<file path="config.mk">
export PLATFORM = sky130hd
export DESIGN_NAME = uart_echo_requester
export DESIGN_NICKNAME = d
export VERILOG_FILES = /design/src/rtl/uart_echo_requester.sv
export SDC_FILE = /design/constraint.sdc
export NUM_CORES = 1
export LEC_CHECK = 0
export CAP_MARGIN = 20
export CORE_UTILIZATION = 45
export CTS_CLUSTER_DIAMETER = 50
export DETAILED_ROUTE_END_ITERATION = 10
export MAX_ROUTING_LAYER = met4
export PLACE_DENSITY = 0.66
export SYNTH_ARGS = -nofsm -noshare
export SYNTH_HDL_FRONTEND = slang
export SYNTH_SLANG_ARGS = --single-unit
</file>
<file path="constraint.sdc">
create_clock -name clk -period 3.85 [get_ports clk]
set_input_delay 1.155 -clock clk [delete_from_list [all_inputs] [get_ports clk]]
set_output_delay 1.155 -clock clk [all_outputs]
set_load 0.01 [all_outputs]
</file>
<file path="src/rtl/uart_echo_requester.sv">
// Echo-link requester: sends one 8N1 request byte, then receives the reply and checks it against request*2.
// done pulses one cycle after the reply stop-bit sample or on timeout; start is honoured only in IDLE.
module uart_echo_requester #(
    parameter int CLOCK_FREQ   = 27000000,
    parameter int BAUD_RATE    = 3000000,
    parameter int TIMEOUT_BITS = 40
) (
    input  logic        clk,
    input  logic        rst,
    input  logic        start,
    input  logic [7:0]  req_data,
    output logic        tx,
    input  logic        rx,
    output logic        busy,
    output logic        done,
    output logic [7:0]  resp_data,
    output logic        match,
    output logic        timeout,
    output logic        frame_error,
    output logic [15:0] err_count
);

    localparam int CPB     = CLOCK_FREQ / BAUD_RATE;
    localparam int HALF    = CPB / 2;
    localparam int TMO_CYC = TIMEOUT_BITS * CPB;
    localparam int CW      = $clog2(CPB);
    localparam int TW      = $clog2(TMO_CYC + 1);

    typedef enum logic [2:0] {
        IDLE, TX_START, TX_DATA, TX_STOP, WAIT, RX_DATA, RX_STOP, REPORT
    } state_t;

    state_t        state, next_state;
    logic [CW-1:0] clk_cnt;
    logic [CW-1:0] rx_cnt;
    logic [2:0]    bit_idx;
    logic [7:0]    tx_shift;
    logic [7:0]    rx_shift;
    logic [7:0]    expected;
    logic [TW-1:0] tmo_cnt;
    logic          qual;
    logic          rx_meta, rx_s;
    logic [15:0]   err_next;

    logic accept, bit_end, rx_tick, armed, confirm, tmo_hit;

    assign accept   = (state == IDLE) && start;
    assign bit_end  = (clk_cnt == '0);
    assign rx_tick  = (rx_cnt == '0);
    assign armed    = (state == TX_STOP) || (state == WAIT);
    assign confirm  = armed && qual && rx_tick && !rx_s;
    // A confirmed start bit wins over a timeout expiring in the same cycle.
    assign tmo_hit  = armed && !confirm && (tmo_cnt == '0);
    assign err_next = (err_count == 16'hFFFF) ? err_count : err_count + 16'd1;

    always_ff @(posedge clk or posedge rst) begin
        if (rst) begin
            state <= IDLE;
        end else begin
            state <= next_state;
        end
    end

    always_comb begin
        next_state = state;
        busy       = 1'b1;
        done       = 1'b0;
        case (state)
            IDLE: begin
                busy = 1'b0;
                if (accept) next_state = TX_START;
            end
            TX_START: if (bit_end) next_state = TX_DATA;
            TX_DATA:  if (bit_end && bit_idx == 3'd7) next_state = TX_STOP;
            TX_STOP: begin
                if (confirm)      next_state = RX_DATA;
                else if (tmo_hit) next_state = REPORT;
                else if (bit_end) next_state = WAIT;
            end
            WAIT: begin
                if (confirm)      next_state = RX_DATA;
                else if (tmo_hit) next_state = REPORT;
            end
            RX_DATA: if (rx_tick && bit_idx == 3'd7) next_state = RX_STOP;
            RX_STOP: if (rx_tick) next_state = REPORT;
            REPORT: begin
                busy       = 1'b0;
                done       = 1'b1;
                next_state = IDLE;
            end
            default: next_state = IDLE;
        endcase
    end

    always_ff @(posedge clk or posedge rst) begin
        if (rst) begin
            rx_meta     <= 1'b1;
            rx_s        <= 1'b1;
            tx          <= 1'b1;
            tx_shift    <= '0;
            rx_shift    <= '0;
            expected    <= '0;
            clk_cnt     <= '0;
            rx_cnt      <= '0;
            bit_idx     <= '0;
            tmo_cnt     <= '0;
            qual        <= 1'b0;
            resp_data   <= '0;
            match       <= 1'b0;
            timeout     <= 1'b0;
            frame_error <= 1'b0;
            err_count   <= '0;
        end else begin
            rx_meta <= rx;
            rx_s    <= rx_meta;
            case (state)
                IDLE: begin
                    if (accept) begin
                        tx          <= 1'b0;
                        tx_shift    <= req_data;
                        expected    <= {req_data[6:0], 1'b0};
                        clk_cnt     <= CW'(CPB - 1);
                        bit_idx     <= '0;
                        qual        <= 1'b0;
                        match       <= 1'b0;
                        timeout     <= 1'b0;
                        frame_error <= 1'b0;
                    end
                end
                TX_START: begin
                    if (bit_end) begin
                        tx       <= tx_shift[0];
                        tx_shift <= {1'b0, tx_shift[7:1]};
                        clk_cnt  <= CW'(CPB - 1);
                    end else begin
                        clk_cnt <= clk_cnt - CW'(1);
                    end
                end
                TX_DATA: begin
                    if (bit_end) begin
                        clk_cnt <= CW'(CPB - 1);
                        bit_idx <= bit_idx + 3'd1;
                        if (bit_idx == 3'd7) begin
                            // Stop bit out; the receiver and timeout arm now.
                            tx      <= 1'b1;
                            tmo_cnt <= TW'(TMO_CYC);
                            qual    <= 1'b0;
                        end else begin
                            tx       <= tx_shift[0];
                            tx_shift <= {1'b0, tx_shift[7:1]};
                        end
                    end else begin
                        clk_cnt <= clk_cnt - CW'(1);
                    end
                end
                TX_STOP, WAIT: begin
                    if (!bit_end) clk_cnt <= clk_cnt - CW'(1);
                    if (!confirm && tmo_cnt != '0) tmo_cnt <= tmo_cnt - TW'(1);
                    if (!qual) begin
                        if (!rx_s) begin
                            qual   <= 1'b1;
                            rx_cnt <= CW'(HALF - 1);
                        end
                    end else if (rx_tick) begin
                        // Low at mid-start confirms; high means a glitch, re-arm.
                        qual <= 1'b0;
                        if (!rx_s) begin
                            rx_cnt  <= CW'(CPB - 1);
                            bit_idx <= '0;
                        end
                    end else begin
                        rx_cnt <= rx_cnt - CW'(1);
                    end
                    if (tmo_hit) begin
                        timeout   <= 1'b1;
                        match     <= 1'b0;
                        err_count <= err_next;
                    end
                end
                RX_DATA: begin
                    if (rx_tick) begin
                        rx_shift <= {rx_s, rx_shift[7:1]};
                        rx_cnt   <= CW'(CPB - 1);
                        bit_idx  <= bit_idx + 3'd1;
                    end else begin
                        rx_cnt <= rx_cnt - CW'(1);
                    end
                end
                RX_STOP: begin
                    if (rx_tick) begin
                        resp_data   <= rx_shift;
                        frame_error <= !rx_s;
                        match       <= (rx_shift == expected);
                        if (!rx_s || rx_shift != expected) err_count <= err_next;
                    end else begin
                        rx_cnt <= rx_cnt - CW'(1);
                    end
                end
                default: ;
            endcase
        end
    end

endmodule
</file>
== After elaboration in Yosys (flattened, before gate mapping) ==
Cells that the tools add are included.

* Bits in registers: 77
* Bits of input ports: 12
* Output and inout bits: 30

* $add $sub $neg: 5
* Eq/ne operators: 32
* Multiplexer cells: 63
* Reductions and logical operators: 46

{| class="wikitable"
|+ Operators by type and width
! operator !! count
|-
| 16-bit 2-to-1 mux || 4
|-
| 3-bit 2-to-1 mux || 16
|-
| 4-bit 2-to-1 mux || 9
|-
| 2-bit inequality test, second input constant || 17
|-
| 8-bit 2-to-1 mux || 4
|-
| 16-bit one-hot mux with 2 select lines || 1
|-
| 9-bit 2-to-1 mux || 3
|-
| 3-bit one-hot mux with 8 select lines || 1
|-
| 4-bit one-hot mux with 3 select lines || 2
|-
| 8-bit one-hot mux with 3 select lines || 1
|-
| 4-bit AND reduction || 6
|-
| 9-bit one-hot mux with 2 select lines || 1
|-
| 16-bit by 1-bit adder with 16-bit output, second input constant || 1
|-
| 16-bit equality test, second input constant || 1
|-
| 3-bit equality test, second input constant || 5
|-
| 1-bit 2-to-1 mux || 15
|-
| 3-bit nonzero test || 5
|-
| 7-bit AND reduction || 2
|-
| 3-bit one-hot mux with 4 select lines || 1
|-
| 1-bit logical AND || 9
|-
| 9-bit logical NOT || 1
|-
| 3-bit inequality test, second input constant || 3
|-
| 1-bit one-hot mux with 3 select lines || 3
|-
| 3-bit AND reduction || 3
|-
| other kinds (19) || 32
|}

== Logic depth before layout (Yosys ltp) ==
* Depth in word-level cells: 11
* Mapped depth: 10
* Depth with buffers taken out: 8

== Worst setup path before layout ==
Ideal clock, no wire load.

* Path kind: register to output
* From: register state[2]
* To: output busy
* Arrival time: 1578 ps
* Setup slack: 1117 ps
* Cell stages (with the launch flop): 6
* Path buffers: 3
* Cell sequence: dfrtp_1 > clkbuf_1 > clkbuf_1 > clkbuf_1 > and3_1 > nor2_1

* Longest elaborated chain between the ends: 3
* Elaborated cells on any way between the ends: 4
* Those cells by class: eq/ne: 1; mux: 1; reduce/logical: 2

{| class="wikitable"
|+ RTL lines
! item !! line !! text
|-
| start: declaration || 33 || <nowiki>state_t state, next_state;</nowiki>
|-
| start signal: assignment || 60 || <nowiki>state <= next_state;</nowiki>
|-
| 3-bit equality test / 3-bit logical NOT (equally long branches) || 68 || <nowiki>case (state)</nowiki>
|-
| 2-bit OR reduction (no source line) * || -- ||
|-
| 1-bit 2-to-1 mux * || 68 ||
|-
| end: declaration || 14 || <nowiki>output logic busy,</nowiki>
|}

Mark *: on every way between the ends. The rest lies on a longest branch, timed or not.

== Worst setup path in the final report ==
* From: register state[1]
* To: output done

* Longest elaborated chain between the ends: 2

{| class="wikitable"
|+ RTL lines
! item !! line !! text
|-
| 3-bit equality test || 68 ||
|-
| 1-bit 2-to-1 mux || 68 ||
|-
| end: declaration || 15 || <nowiki>output logic done,</nowiki>
|}

No other way between the ends.

==> flow_metrics.env <==
export IMPL_status="finished, final reports clean"
export IMPL_port_buffers=41
export IMPL_wl_um=8290
export IMPL_hold_viol_final=0
export IMPL_cts_sinks=77
export IMPL_cp_max_fo=26
export IMPL_ys_async_sr_fraction=1.00
export IMPL_setup_ws_ns=0.664
export IMPL_setup_tns_ns=0
export IMPL_startpoint_type="register"
export IMPL_synth_cell_types=52
export IMPL_place_ws_ns=0.957
export IMPL_drive_gt1_frac=0.138
export IMPL_place_hpwl_um=5780
export IMPL_grt_max_degree=52
export IMPL_clk_pin_slew_ns=0.08
export IMPL_initial_core_util=0.468
export IMPL_register_area_um2=1930
export IMPL_fp_dieArea_um2=9490
export IMPL_io_pins=42
export IMPL_syn_area_per_cell_um2=10.2
export IMPL_grt_usage=0.194
export IMPL_vias=2990
export IMPL_syn_inst=400
export IMPL_htree_levels=3
export IMPL_arrival_ns=2.03
export IMPL_maxCapViolations=0
export IMPL_mostFrequentLayoutCell="dfrtp_1"
export IMPL_ant_nets=0
export IMPL_cts_root_buf="clkbuf_8"
export IMPL_critPathTopFamily="flip-flops"
export IMPL_cts_tree="built"
export IMPL_die_height_um=97.4
export IMPL_synthesis_nets=421
export IMPL_gp_congestion=0.860
export IMPL_synth_top_area_frac=0.452
export IMPL_synth_area_leaders="dfrtp_1 45%, mux2_2 7.1%, xnor2_1 5.6%, nor2_1 3.1%, a21oi_1 3.1%"
export IMPL_firstDrtPassIters=4
export IMPL_drt_iter0_drc=120
export IMPL_drc_errors=0
export IMPL_p_per_area_nw_per_um2=314
export IMPL_path_cells="and3_1 > clkdlybuf4s50_1"
export IMPL_fin_crit_ns=3.19
export IMPL_ys_seq_elements=77
export IMPL_crit_slowest_cell="dfrtp_1"
export IMPL_clock_skew_ns=0.0140
export IMPL_dpl_cell_area_um2=4590
export IMPL_gr_total_overflow=0
export IMPL_final_max_slew_violation_count=0
export IMPL_clockBufferDepth=2
export IMPL_setup_viol=0
export IMPL_core_region_area_um2=8760
export IMPL_multiInputGateArea_um2=2000
export IMPL_via_per_inst=5.45
export IMPL_p_leak_nw=2.07
export IMPL_grt_pass1_wl_um=14500
export IMPL_synth_edf_count=0
export IMPL_hold_class="reg2reg"
export IMPL_wl_per_cell_um=15.1
export IMPL_antenna_found_initial=0
export IMPL_postCtsHoldBufs=0
export IMPL_seq_area_frac_synth=0.471
export IMPL_cp_required_ns=2.69
export IMPL_path_class="reg2out"
export IMPL_fillers=799
export IMPL_period_share=0.828
export IMPL_rows=34
export IMPL_vdd_ir_drop_max_mv=0.289
export IMPL_synth_largest_area_cell="dfrtp_1"
export IMPL_cts_buffers_inserted=9
export IMPL_syn_area_um2=4100
export IMPL_rsz0062_at_grt="no"
export IMPL_ctsResizeCount=0
export IMPL_clk_latency_ns=0.35
export IMPL_tightestPinTransition_ns=0.797
export IMPL_ys_flop_type="dfrtp_1"
export IMPL_cp_end_kind="output pin"
export IMPL_slowest_delay_ns=0.84
export IMPL_synthToLayoutAreaGrowth_pct=16.7
export IMPL_worstPathBufferInverterCount=1
export IMPL_grt_pass1_vias=2969
export IMPL_stdcell_area_um2=4780
export IMPL_hold_ws_ns=0.358
export IMPL_die_w_um=97.4
export IMPL_fin_nets=458
export IMPL_cts_setup_buffers=0
export IMPL_timing_fmax_mhz=314
export IMPL_num_antenna_cells=0
export IMPL_rrSetupSlack_ns=1.16
export IMPL_slew_headroom=0.468
export IMPL_final_cell_mix="74 x dfrtp_1, 41 x clkdlybuf4s50_1, 34 x nor2_1"
export IMPL_yosys_warnings=0
[state kept, by name (all words and copies together), names as in the netlist, 3 cells and up]
| name | count |
|---|---|
| tmo_cnt | 9 |
| state | 3 |
| expected | 7 |
| rx_cnt | 4 |
| clk_cnt | 4 |
| bit_idx | 3 |
| err_count | 16 |
| resp_data | 8 |
| rx_shift | 8 |
| tx_shift | 8 |
[through the flow]
step,power [mW],instances,util
3_3_place_gp,0.904,534,0.523
3_5_place_dp,0.906,534,0.523
5_1_grt,1.56,549,0.546
6_report,1.50,549,0.546
4_1_cts,1.52,549,0.546
2_1_floorplan,0.877,400,-
[routing by layer]
layer	vias up	global-route usage	wire (µm)
met5	-	-	0
met4	0	0.0498	76
met3	9	0.0439	242
met2	41	0.299	3960
met1	1455	0.261	4010
li1	1485	-	-
[where the power goes]
part	switching (mW)	leakage (nW)	internal, mW
combinational	0.0297	0.993	0.0270
clock	0.311	0.0963	0.303
sequential	0.0103	0.984	0.821
total	0.351	2.07	1.15
[final cells by class]
type / instances / area share
Tap cell: 108 / 0.0283
Clock buffer: 9 / 0.0259
Multi-Input combinational cell: 288 / 0.418
Timing Repair Buffer: 47 / 0.0978
Sequential cell: 77 / 0.404
Inverter: 14 / 0.0110
Clock inverter: 6 / 0.0152
[path summary, 6_finish.rpt]
path | start | end | depth (start not counted)
hold / removal | rx_meta | rx_s | 0
setup reg to reg | state[0] | err_count[1] | 5
setup / recovery | state[1] | done | 2
min in group asynchronous | rst | err_count[6] | 2
max in group asynchronous | rst | tx | 3
hold reg to reg | rx_meta | rx_s | 0
[cells in the mapped netlist, types with 2 or more instances]
cell and number:
mux2_2 26, mux2i_1 9, nor2_1 34, nand3b_1 3
a21oi_2 2, or3b_1 2, nand3_1 16, o211ai_1 2
nand2_1 25, o21ai_0 15, dfstp_2 3, xnor2_1 26
a21o_1 2, nor4_1 4, clkbuf_1 13, o21a_1 3
o221ai_1 2, buf_2 4, nor2b_1 7, nor3_1 8
or3_1 3, o22ai_1 5, ha_1 9, buf_6 4
dfrtp_1 74, inv_1 14, and3_1 6, a21oi_1 25
nand2b_1 5, and4_1 4, nor4_4 2, nand4_1 7
and2_1 4, xor2_1 6, nor3b_1 4, a31oi_1 5
o32ai_1 2
[worst reg2reg max path, cell delays in order, from the launching register on]
cell and delay (ns):
dfrtp_1 0.64, inv_1 0.38, nand3_1 0.29, or4_1 0.65, o211a_1 0.31, mux2_2 0.33
[logic make-up after synthesis]
group | after synthesis | synth area share
simple gates | 144 | 0.199
flops | 77 | 0.471
compound gates | 68 | 0.100
buf+inv | 35 | 0.0406
mux | 35 | 0.0934
xor+xnor | 32 | 0.0684
fa+ha+maj | 9 | 0.0275
Note: power is estimated with default switching activity, not from simulation.
